<file path="src/rtl/dtmr_link_pkg.sv">
// dtmr_link_pkg: framing constants and the transmit state type for the DTMR
// command link. Shared by the transmitter (cmd_tx) and the far-end receiver
// so both agree on the frame layout.
//   Frame: start(0), 10 data bits LSB first {mode,dir,speed}, even parity, stop(1).
package dtmr_link_pkg;

  localparam int FRAME_DATA_BITS = 10;
  localparam int FRAME_BITS      = 13;

  localparam int SPEED_LSB = 0;
  localparam int DIR_LSB   = 4;
  localparam int MODE_LSB  = 8;

  typedef enum logic [2:0] {
    IDLE,
    START,
    DATA,
    PARITY,
    STOP
  } tx_state_t;

  // Parity bit that makes the total count of ones in data+parity even.
  function automatic logic even_parity(input logic [FRAME_DATA_BITS-1:0] data);
    return ^data;
  endfunction

endpackage

</file>
<file path="src/rtl/cmd_tx_if.sv">
// cmd_tx_if: host-side command handshake for cmd_tx.
//   speed[3:0], dir[3:0], mode[1:0] : command fields
//   cmd_valid                       : host has a command
//   cmd_ready                       : transmitter can accept a command
// master = host, slave = transmitter.
interface cmd_tx_if;

  logic [3:0] speed;
  logic [3:0] dir;
  logic [1:0] mode;
  logic       cmd_valid;
  logic       cmd_ready;

  modport master (
    output speed, dir, mode, cmd_valid,
    input  cmd_ready
  );

  modport slave (
    input  speed, dir, mode, cmd_valid,
    output cmd_ready
  );

endinterface

</file>
<file path="src/rtl/cmd_tx_bit_timer.sv">
// bit_timer: free-running 0..CLKS_PER_BIT-1 cycle counter that paces serial
// bits.
//   clk, rst : clock, asynchronous active-high reset
//   clr      : synchronous clear, holds the count at 0
//   tick     : high on the last cycle of a bit (count == CLKS_PER_BIT-1)
module bit_timer #(
  parameter int CLKS_PER_BIT = 16
) (
  input  logic clk,
  input  logic rst,
  input  logic clr,
  output logic tick
);

  localparam int CNT_W = (CLKS_PER_BIT > 2) ? $clog2(CLKS_PER_BIT) : 1;
  localparam logic [CNT_W-1:0] CNT_LAST = CNT_W'(CLKS_PER_BIT - 1);

  logic [CNT_W-1:0] cnt_q, cnt_d;

  assign tick = (cnt_q == CNT_LAST);

  always_comb begin
    cnt_d = cnt_q + 1'b1;
    if (clr || tick) cnt_d = '0;
  end

  always_ff @(posedge clk or posedge rst) begin
    if (rst) cnt_q <= '0;
    else     cnt_q <= cnt_d;
  end

endmodule

</file>
<file path="src/rtl/cmd_tx.sv">
// cmd_tx: serial command transmitter for the DTMR command link.
// Accepts {mode,dir,speed} over a valid/ready handshake and sends it as a
// 13-bit parity-protected UART-style frame on tx. While idle it re-sends the
// last command every REFRESH_CYCLES cycles (0 disables this).
//   clk, rst  : clock, asynchronous active-high reset
//   cmd       : host command handshake (cmd_tx_if.slave)
//   tx        : serial line, idles high, registered
//   busy      : a frame is in progress
//   refresh_o : the current frame is an automatic re-send
//   frame_cnt : frames completed, modulo 256
module cmd_tx
  import dtmr_link_pkg::*;
#(
  parameter int CLKS_PER_BIT   = 16,
  parameter int REFRESH_CYCLES = 1024
) (
  input  logic        clk,
  input  logic        rst,
  cmd_tx_if.slave     cmd,
  output logic        tx,
  output logic        busy,
  output logic        refresh_o,
  output logic [7:0]  frame_cnt
);

  localparam int IDLE_W = (REFRESH_CYCLES > 2) ? $clog2(REFRESH_CYCLES) : 1;
  localparam logic [IDLE_W-1:0] REFRESH_LAST =
    IDLE_W'((REFRESH_CYCLES > 0) ? REFRESH_CYCLES - 1 : 0);
  localparam logic [3:0] LAST_DATA_IDX = 4'(FRAME_DATA_BITS - 1);

  tx_state_t                  state_q, state_d;
  logic [3:0]                 bit_idx_q, bit_idx_d;
  logic [FRAME_DATA_BITS-1:0] hold_q, hold_d;
  logic                       have_cmd_q, have_cmd_d;
  logic                       refresh_q, refresh_d;
  logic [IDLE_W-1:0]          idle_cnt_q, idle_cnt_d;
  logic [7:0]                 frame_cnt_q, frame_cnt_d;
  logic                       tx_q, tx_d;

  logic bit_tick;
  logic accept;
  logic refresh_go;

  // The timer is held at 0 in IDLE so the start bit gets a full bit time
  // counted from the accept edge.
  bit_timer #(.CLKS_PER_BIT(CLKS_PER_BIT)) u_bit_timer (
    .clk  (clk),
    .rst  (rst),
    .clr  (state_q == IDLE),
    .tick (bit_tick)
  );

  assign cmd.cmd_ready = (state_q == IDLE);
  assign accept        = cmd.cmd_valid && (state_q == IDLE);
  // A host command arriving on the refresh cycle takes priority.
  assign refresh_go    = (REFRESH_CYCLES != 0) && (state_q == IDLE) && have_cmd_q &&
                         !cmd.cmd_valid && (idle_cnt_q == REFRESH_LAST);

  assign tx        = tx_q;
  assign busy      = (state_q != IDLE);
  assign refresh_o = refresh_q;
  assign frame_cnt = frame_cnt_q;

  always_comb begin
    state_d     = state_q;
    bit_idx_d   = bit_idx_q;
    hold_d      = hold_q;
    have_cmd_d  = have_cmd_q;
    refresh_d   = refresh_q;
    frame_cnt_d = frame_cnt_q;
    idle_cnt_d  = '0;

    case (state_q)
      IDLE: begin
        if (accept) begin
          hold_d[SPEED_LSB +: 4] = cmd.speed;
          hold_d[DIR_LSB   +: 4] = cmd.dir;
          hold_d[MODE_LSB  +: 2] = cmd.mode;
          have_cmd_d = 1'b1;
          refresh_d  = 1'b0;
          state_d    = START;
        end else if (refresh_go) begin
          refresh_d = 1'b1;
          state_d   = START;
        end else begin
          idle_cnt_d = idle_cnt_q + 1'b1;
        end
      end
      START: begin
        if (bit_tick) begin
          state_d   = DATA;
          bit_idx_d = '0;
        end
      end
      DATA: begin
        if (bit_tick) begin
          if (bit_idx_q == LAST_DATA_IDX) state_d = PARITY;
          else                            bit_idx_d = bit_idx_q + 4'd1;
        end
      end
      PARITY: begin
        if (bit_tick) state_d = STOP;
      end
      STOP: begin
        if (bit_tick) begin
          state_d     = IDLE;
          frame_cnt_d = frame_cnt_q + 8'd1;
          refresh_d   = 1'b0;
        end
      end
      default: state_d = IDLE;
    endcase

    // tx is registered from the next state so each bit appears on the
    // same edge that enters it (start bit falls on the accept edge).
    case (state_d)
      START:   tx_d = 1'b0;
      DATA:    tx_d = hold_d[bit_idx_d];
      PARITY:  tx_d = even_parity(hold_d);
      default: tx_d = 1'b1;
    endcase
  end

  always_ff @(posedge clk or posedge rst) begin
    if (rst) begin
      state_q     <= IDLE;
      bit_idx_q   <= '0;
      hold_q      <= '0;
      have_cmd_q  <= 1'b0;
      refresh_q   <= 1'b0;
      idle_cnt_q  <= '0;
      frame_cnt_q <= '0;
      tx_q        <= 1'b1;
    end else begin
      state_q     <= state_d;
      bit_idx_q   <= bit_idx_d;
      hold_q      <= hold_d;
      have_cmd_q  <= have_cmd_d;
      refresh_q   <= refresh_d;
      idle_cnt_q  <= idle_cnt_d;
      frame_cnt_q <= frame_cnt_d;
      tx_q        <= tx_d;
    end
  end

endmodule

</file>
<file path="src/flat_wrapper.sv">
// flat-port wrapper written by rule: the top's interface ports become plain ports
module cmd_tx_flat import dtmr_link_pkg::*;
#(
  parameter int CLKS_PER_BIT   = 16,
  parameter int REFRESH_CYCLES = 1024
)
  (clk, rst, tx, busy, refresh_o, frame_cnt, cmd_speed, cmd_dir, cmd_mode, cmd_cmd_valid, cmd_cmd_ready);
  cmd_tx_if cmd_i ();
  input  logic clk;
  input  logic rst;
  output logic tx;
  output logic busy;
  output logic refresh_o;
  output logic [7:0] frame_cnt;
  input wire logic [$bits(cmd_i.speed)-1:0] cmd_speed;
  input wire logic [$bits(cmd_i.dir)-1:0] cmd_dir;
  input wire logic [$bits(cmd_i.mode)-1:0] cmd_mode;
  input wire logic [$bits(cmd_i.cmd_valid)-1:0] cmd_cmd_valid;
  output wire logic [$bits(cmd_i.cmd_ready)-1:0] cmd_cmd_ready;
  assign cmd_i.speed = cmd_speed;
  assign cmd_i.dir = cmd_dir;
  assign cmd_i.mode = cmd_mode;
  assign cmd_i.cmd_valid = cmd_cmd_valid;
  assign cmd_cmd_ready = cmd_i.cmd_ready;
  cmd_tx #(.CLKS_PER_BIT(CLKS_PER_BIT), .REFRESH_CYCLES(REFRESH_CYCLES)) u_core (.clk(clk), .rst(rst), .cmd(cmd_i), .tx(tx), .busy(busy), .refresh_o(refresh_o), .frame_cnt(frame_cnt));
endmodule
</file>
<file path="config.mk">
export PLATFORM = sky130hd
export DESIGN_NAME = cmd_tx_flat
export DESIGN_NICKNAME = d
export VERILOG_FILES = /design/src/rtl/dtmr_link_pkg.sv /design/src/rtl/cmd_tx_if.sv /design/src/rtl/cmd_tx_bit_timer.sv /design/src/rtl/cmd_tx.sv /design/src/flat_wrapper.sv
export SDC_FILE = /design/constraint.sdc
export NUM_CORES = 1
export LEC_CHECK = 0
export ABC_AREA = 1
export CAP_MARGIN = 10
export CELL_PAD_IN_SITES_DETAIL_PLACEMENT = 0
export CELL_PAD_IN_SITES_GLOBAL_PLACEMENT = 1
export CORE_UTILIZATION = 44
export CTS_CLUSTER_SIZE = 28
export DETAILED_ROUTE_END_ITERATION = 6
export PLACE_DENSITY_LB_ADDON = 0.1
export RECOVER_POWER = 100
export SYNTH_ARGS = -nofsm -noshare
export SYNTH_HDL_FRONTEND = slang
export SYNTH_SLANG_ARGS = --single-unit
</file>
<file path="constraint.sdc">
create_clock -name clk -period 2.6 [get_ports clk]
set_input_delay 0.52 -clock clk [delete_from_list [all_inputs] [get_ports clk]]
set_output_delay 0.52 -clock clk [all_outputs]
set_load 0.03 [all_outputs]
</file>
-- After elaboration in Yosys (flattened, before gate mapping)
Cells that the tools add are included.
- add/subtract/negate cells: 4
- multiply operators: 0
- div/mod/pow operators: 0
- order comparisons: 1
- equal/unequal tests: 12
- shifts and indexed selects: 0
- multiplexer cells: 25
- bitwise gates (word level): 0
- reduce and logical (&&, ||, !) cells: 13
- operator list (operator ; count):
    two-way mux 10 bit ; 5
    two-way mux 3 bit ; 7
    two-way mux 4 bit ; 4
    case mux 3 bit (5 select lines) ; 1
    equality test 3 x 2 -> 1 bit, second input constant ; 4
    adder 10 x 1 -> 10 bit, second input constant ; 1
    equality test 10 bit, second input constant ; 1
    XOR reduction 10 bit ; 1
    adder 4 x 1 -> 4 bit, second input constant ; 2
    adder 8 x 1 -> 8 bit, second input constant ; 1
    equality test 4 bit, second input constant ; 2
    case mux 4 bit (2 select lines) ; 1
    equality test 3 x 1 -> 1 bit, second input constant ; 2
    < comparator 4 x 5 -> 1 bit, second input constant ; 1
    binary-select mux 1 bit (select 4 bit) ; 1
    logical AND 1 bit ; 4
    two-way mux 1 bit ; 4
    AND reduction 2 bit ; 2
    equality test 3 bit, second input constant ; 1
    logical NOT 3 bit ; 1
    inequality test 3 x 1 -> 1 bit, second input constant ; 1
    case mux 1 bit (3 select lines) ; 1
    AND reduction 3 bit ; 1
    nonzero test 3 bit ; 1
    other kinds (5) ; 5
- register bits after elaboration: 42
- bits in latches: 0
- RAM bits: 0
- bits in read-only memories: 0
- input bits: 13
- output and inout port bits: 12
- logic and storage cells: 64
- memories: 0

-- Longest topological paths before layout
- word-level depth: 9
- gate-level depth with buffers: 16
- gate-level depth less buffers: 15

-- Hierarchy
From an unflattened synthesis, not the netlist that was laid out.
- cell total of the unflattened synthesis: 338
- area, all modules: 2555.0 µm²
- by module, submodules not included (module ; instances ; cells an instance ; area an instance (µm²) ; seq. area each (µm²)):
    cmd_tx ; 1 ; 318 ; 2358.5 ; 952.2
    bit_timer ; 1 ; 20 ; 196.4 ; 100.1

-- Least setup slack after synthesis
Ideal clock, no wire load.
- kind: reg-to-reg
- from: register u_core.state_q[1]
- to: register u_core.tx_q (netlist: u_core.tx)
- setup time: 0.082 ns
- arrival: 1.799 ns
- required time: 2.518 ns
- slack: 0.719 ns
- cell stages (with the launch flop): 12
- buffers on the path: 0
- clock period less this slack: 1.881 ns
- cell sequence: dfrtp_1 -> nor2_4 -> nand2_1 -> or2_1 -> nor3_2 -> nand2_1 -> nand2_1 -> nand2_1 -> nand2_1 -> nor2_1 -> nand3_1 -> nand3_1
- longest elaborated chain between the ends: 9
- RTL lines (element ; line ; text):
    start, declared ; cmd_tx.sv:31 ; tx_state_t state_q, state_d;
    start signal, assigned ; cmd_tx.sv:135 ; state_q <= state_d;
    logical NOT 3 bit ; cmd_tx.sv:54, cmd_tx.sv:56, cmd_tx.sv:73 ;
    logical AND 1 bit (2 in series) ; cmd_tx.sv:56 ; assign refresh_go = (REFRESH_CYCLES != 0) && (state_q == IDLE) && have_cmd_q &&
    logical AND 1 bit ; cmd_tx.sv:57 ; !cmd.cmd_valid && (idle_cnt_q == REFRESH_LAST);
    two-way mux 3 bit ; cmd_tx.sv:82 ; end else if (refresh_go) begin
    two-way mux 3 bit ; cmd_tx.sv:75 ; if (accept) begin
    case mux 3 bit (5 select lines) (*) ; cmd_tx.sv:73 ; case (state_q)
    via u_core.state_d[0] ; cmd_tx.sv:31 ;
    equality test 3 x 2 -> 1 bit or equality test 3 x 1 -> 1 bit (tied branches) ; cmd_tx.sv:116 ; case (state_d)
    case mux 1 bit (3 select lines) (*) ; cmd_tx.sv:116 ;
    via u_core.tx_d ; cmd_tx.sv:38 ; logic tx_q, tx_d;
    end signal, assigned ; cmd_tx.sv:142 ; tx_q <= tx_d;
    end, declared ; cmd_tx.sv:38 ;
The timed path passes the listed nets; every way through them passes the cells marked *. The select of a mux whose other input is x is not followed.
A chain may end at the register's enable or synchronous reset.

-- Final worst setup path
- from: register u_core.state_q[1]
- to: output cmd_cmd_ready
- longest elaborated chain between the ends: 1
- RTL lines (element ; line ; text):
    logical NOT 3 bit ; cmd_tx.sv:53 ; assign cmd.cmd_ready = (state_q == IDLE);
    end, declared ; flat_wrapper.sv:19 ; output wire logic [$bits(cmd_i.cmd_ready)-1:0] cmd_cmd_ready;
Every way passes these cells.

==> results.tsv <==
metric	value	unit
maxSlewViolCount	0	
holdCritPathClass	reg -> reg	
postRouteAntennaNets	0	
multi_input_area	1020	um2
yosys.area_share.simple	30.6	%
fin_ws	0.187	ns
drtIter0Drc	102	
p_leak	1.39	nW
fillers	537	
cts_setup_buffers	0	
via_count	1874	
grt_use_total	17.3	%
die_w	74.8	um
synth_mux_area_share	0	%
cts_root_buf	clkbuf_8	
max_freq	414	MHz
drt-vias-per-instance	4.60	
insertion_delay	0.29	ns
synth_xor_area_share	4.89	%
yosys.cell_types.count	33	
peakVddDrop	223	uV
synth_area	2330	um2
status	complete, no violations	
min_period	2.41	ns
ios	25	
async_flop_share	100	%
postLayoutCellArea	2720	um2
slowest_delay	0.68	ns
grt_pass1_wl	7430	um
syn_inst	304	
hold_violations	0	
synth_compound_area_share	7.09	%
place_inst	399	
cts_tree	done	
htreeDepth	2	
worst-setup-path-type	reg -> out	
clockBufferDepth	2	
cap_violations	0	
synth_top_family_by_area	simple AND/OR/NAND/NOR gates	
pre_cts_ws	0.334	ns
holdBufCountCts	0	
drive_gt1_share	4.45	%
cp-end-kind	primary output	
finalCritPeriodShare	92.8	%
whs	0.459	ns
die_h	74.8	um
placed_cell_area	2680	um2
synth_edf_count	0	
tightestPinTransition	1.08	ns
clk_pin_slew_worst_paths	0.08	ns
grt.overflow.total	0	
diodes	0	
numCtsBuffers	5	
slew-limit-headroom	28.3	%
antenna_found_initial	0	
crit_arrival	1.89	ns
ys_warn_count	0	
cp_slowest_cell	clkdlybuf4s50_1	
start_util	45.6	%
cts_resized	0	
rsz0062_at_grt	false	
worstPathCellList	nor2_4 -> nand2_1 -> inv_1 -> clkdlybuf4s50_1	
regArea	1050	um2
grt_max_degree	43	
worstPathRequired	2.08	ns
instances_no_fill	407	
postRouteWirelength	4330	um
dp_hpwl	3220	um
syn_avg_cell_area	7.66	um2
dr.pass1.iters	4	
power_density	413	nW/um2
fin_nets	354	
clock_sinks	42	
worst-r2r-setup-slack	0.46	ns
io_buffers	24	
setup_viol	0	
synth_fa_ha_area_share	2.69	%
start_kind	flop	
place_congestion	0.781	
area_growth	16.9	%
rows	26	
core	5110	um2
grt_pass1_vias	1719	
synth-seq-cells	42	
wl_per_cell	10.6	um
syn_nets	322	
worstPathMaxFanout	8	
die_area	5590	um2
fin_tns_setup	0	ns
drc	0	
seq_area_frac_synth	45.2	%
ys.flop_type	dfrtp_1	
finClkSkew	0.00567	ns
cells by family (layout without fill, tap and decap cells):
logic type,count (synthesis),count (layout)
AO/OA/AOI/OAI,26,26
XOR/XNOR,13,13
adder cells (fa/ha/maj),5,5
buffers and inverters,57,90
flip-flops,42,42
AND/OR/NAND/NOR,161,161
metrics by stage:
step	util, %	power, mW
2_1_floorplan	-	0.678
3_3_place_gp	52.4	0.705
3_5_place_dp	52.4	0.705
4_1_cts	54.2	1.14
5_1_grt	53.3	1.16
6_report	53.3	1.12
per-layer routing:
metal,wire [um],vias up,track usage (%)
li1,-,1014,-
met1,2190,827,23.5
met2,1970,28,28.2
met3,132,5,3.75
met4,34,0,3.98
met5,0,-,0
path summary, 6_finish.rpt:
check,startpoint,to,depth (start not counted)
max in group asynchronous,rst,u_core.hold_q[4],3
min in group asynchronous,rst,u_core.frame_cnt[7],3
worst min register to register,u_core.have_cmd_q,u_core.have_cmd_q,2
worst max-delay path,u_core.state_q[1],cmd_cmd_ready,4
worst max register to register,u_core.u_bit_timer.cnt_q[0],u_core.tx,14
worst min-delay path,u_core.have_cmd_q,u_core.have_cmd_q,2
layout make-up:
type | instances | area share [%]
sequential | 42 | 38.6
multi-input combinational | 205 | 37.3
timing repair buffer | 27 | 9.88
inverter | 55 | 7.58
tap | 70 | 3.22
clock buffer | 7 | 3.17
clock inverter | 1 | 0.184
cells in the final DEF (no fill, tap or decap), types with 2 or more instances in the layout:
cell type and n:
a21oi_1 7, nor2_1 18, xnor2_1 6, inv_1 52, nor3b_1 2, nand2_1 92
clkbuf_1 2, clkbuf_8 6, nand3b_1 3, dlygate4sd3_1 13, o21ai_0 15, nand3_1 27
xor2_1 7, nand4_1 7, ha_1 5, dfrtp_1 41, clkdlybuf4s50_1 11, inv_2 2
nor3_1 7
cells in the mapped netlist (all sizes together) (5+ instances only):
cell type,number,area [um2]
ha,5,62.6
nand3,27,140
o21ai,15,97.6
nor3,7,40.0
inv,54,203
dfrtp,41,1030
xor2,7,61.3
nor2,20,85.1
nand2,93,354
nand4,7,43.8
xnor2,6,52.6
a21oi,7,38.8
worst max-delay path, delay by kind of cell (launching register included):
family	cells	cell delay (ns)
flops	1	0.44
simple gates	2	0.35
buf+inv	2	0.81
flip-flops by register name, summed over array words and instances (netlist names):
| register | count |
|---|---|
| u_core.frame_cnt | 8 |
| u_core.hold_q | 10 |
| u_core.idle_cnt_q | 10 |
| u_core.refresh_o | 1 |
| u_core.bit_idx_q | 4 |
| u_core.have_cmd_q | 1 |
| u_core.state_q | 3 |
| u_core.u_bit_timer.cnt_q | 4 |
| u_core.tx | 1 |
power by group:
group,total (mW),switching (mW),internal [mW]
clock network,0.436,0.221,0.215
logic,0.0351,0.0186,0.0165
registers,0.653,0,0.653
Note: power is estimated with default switching activity, not from simulation.
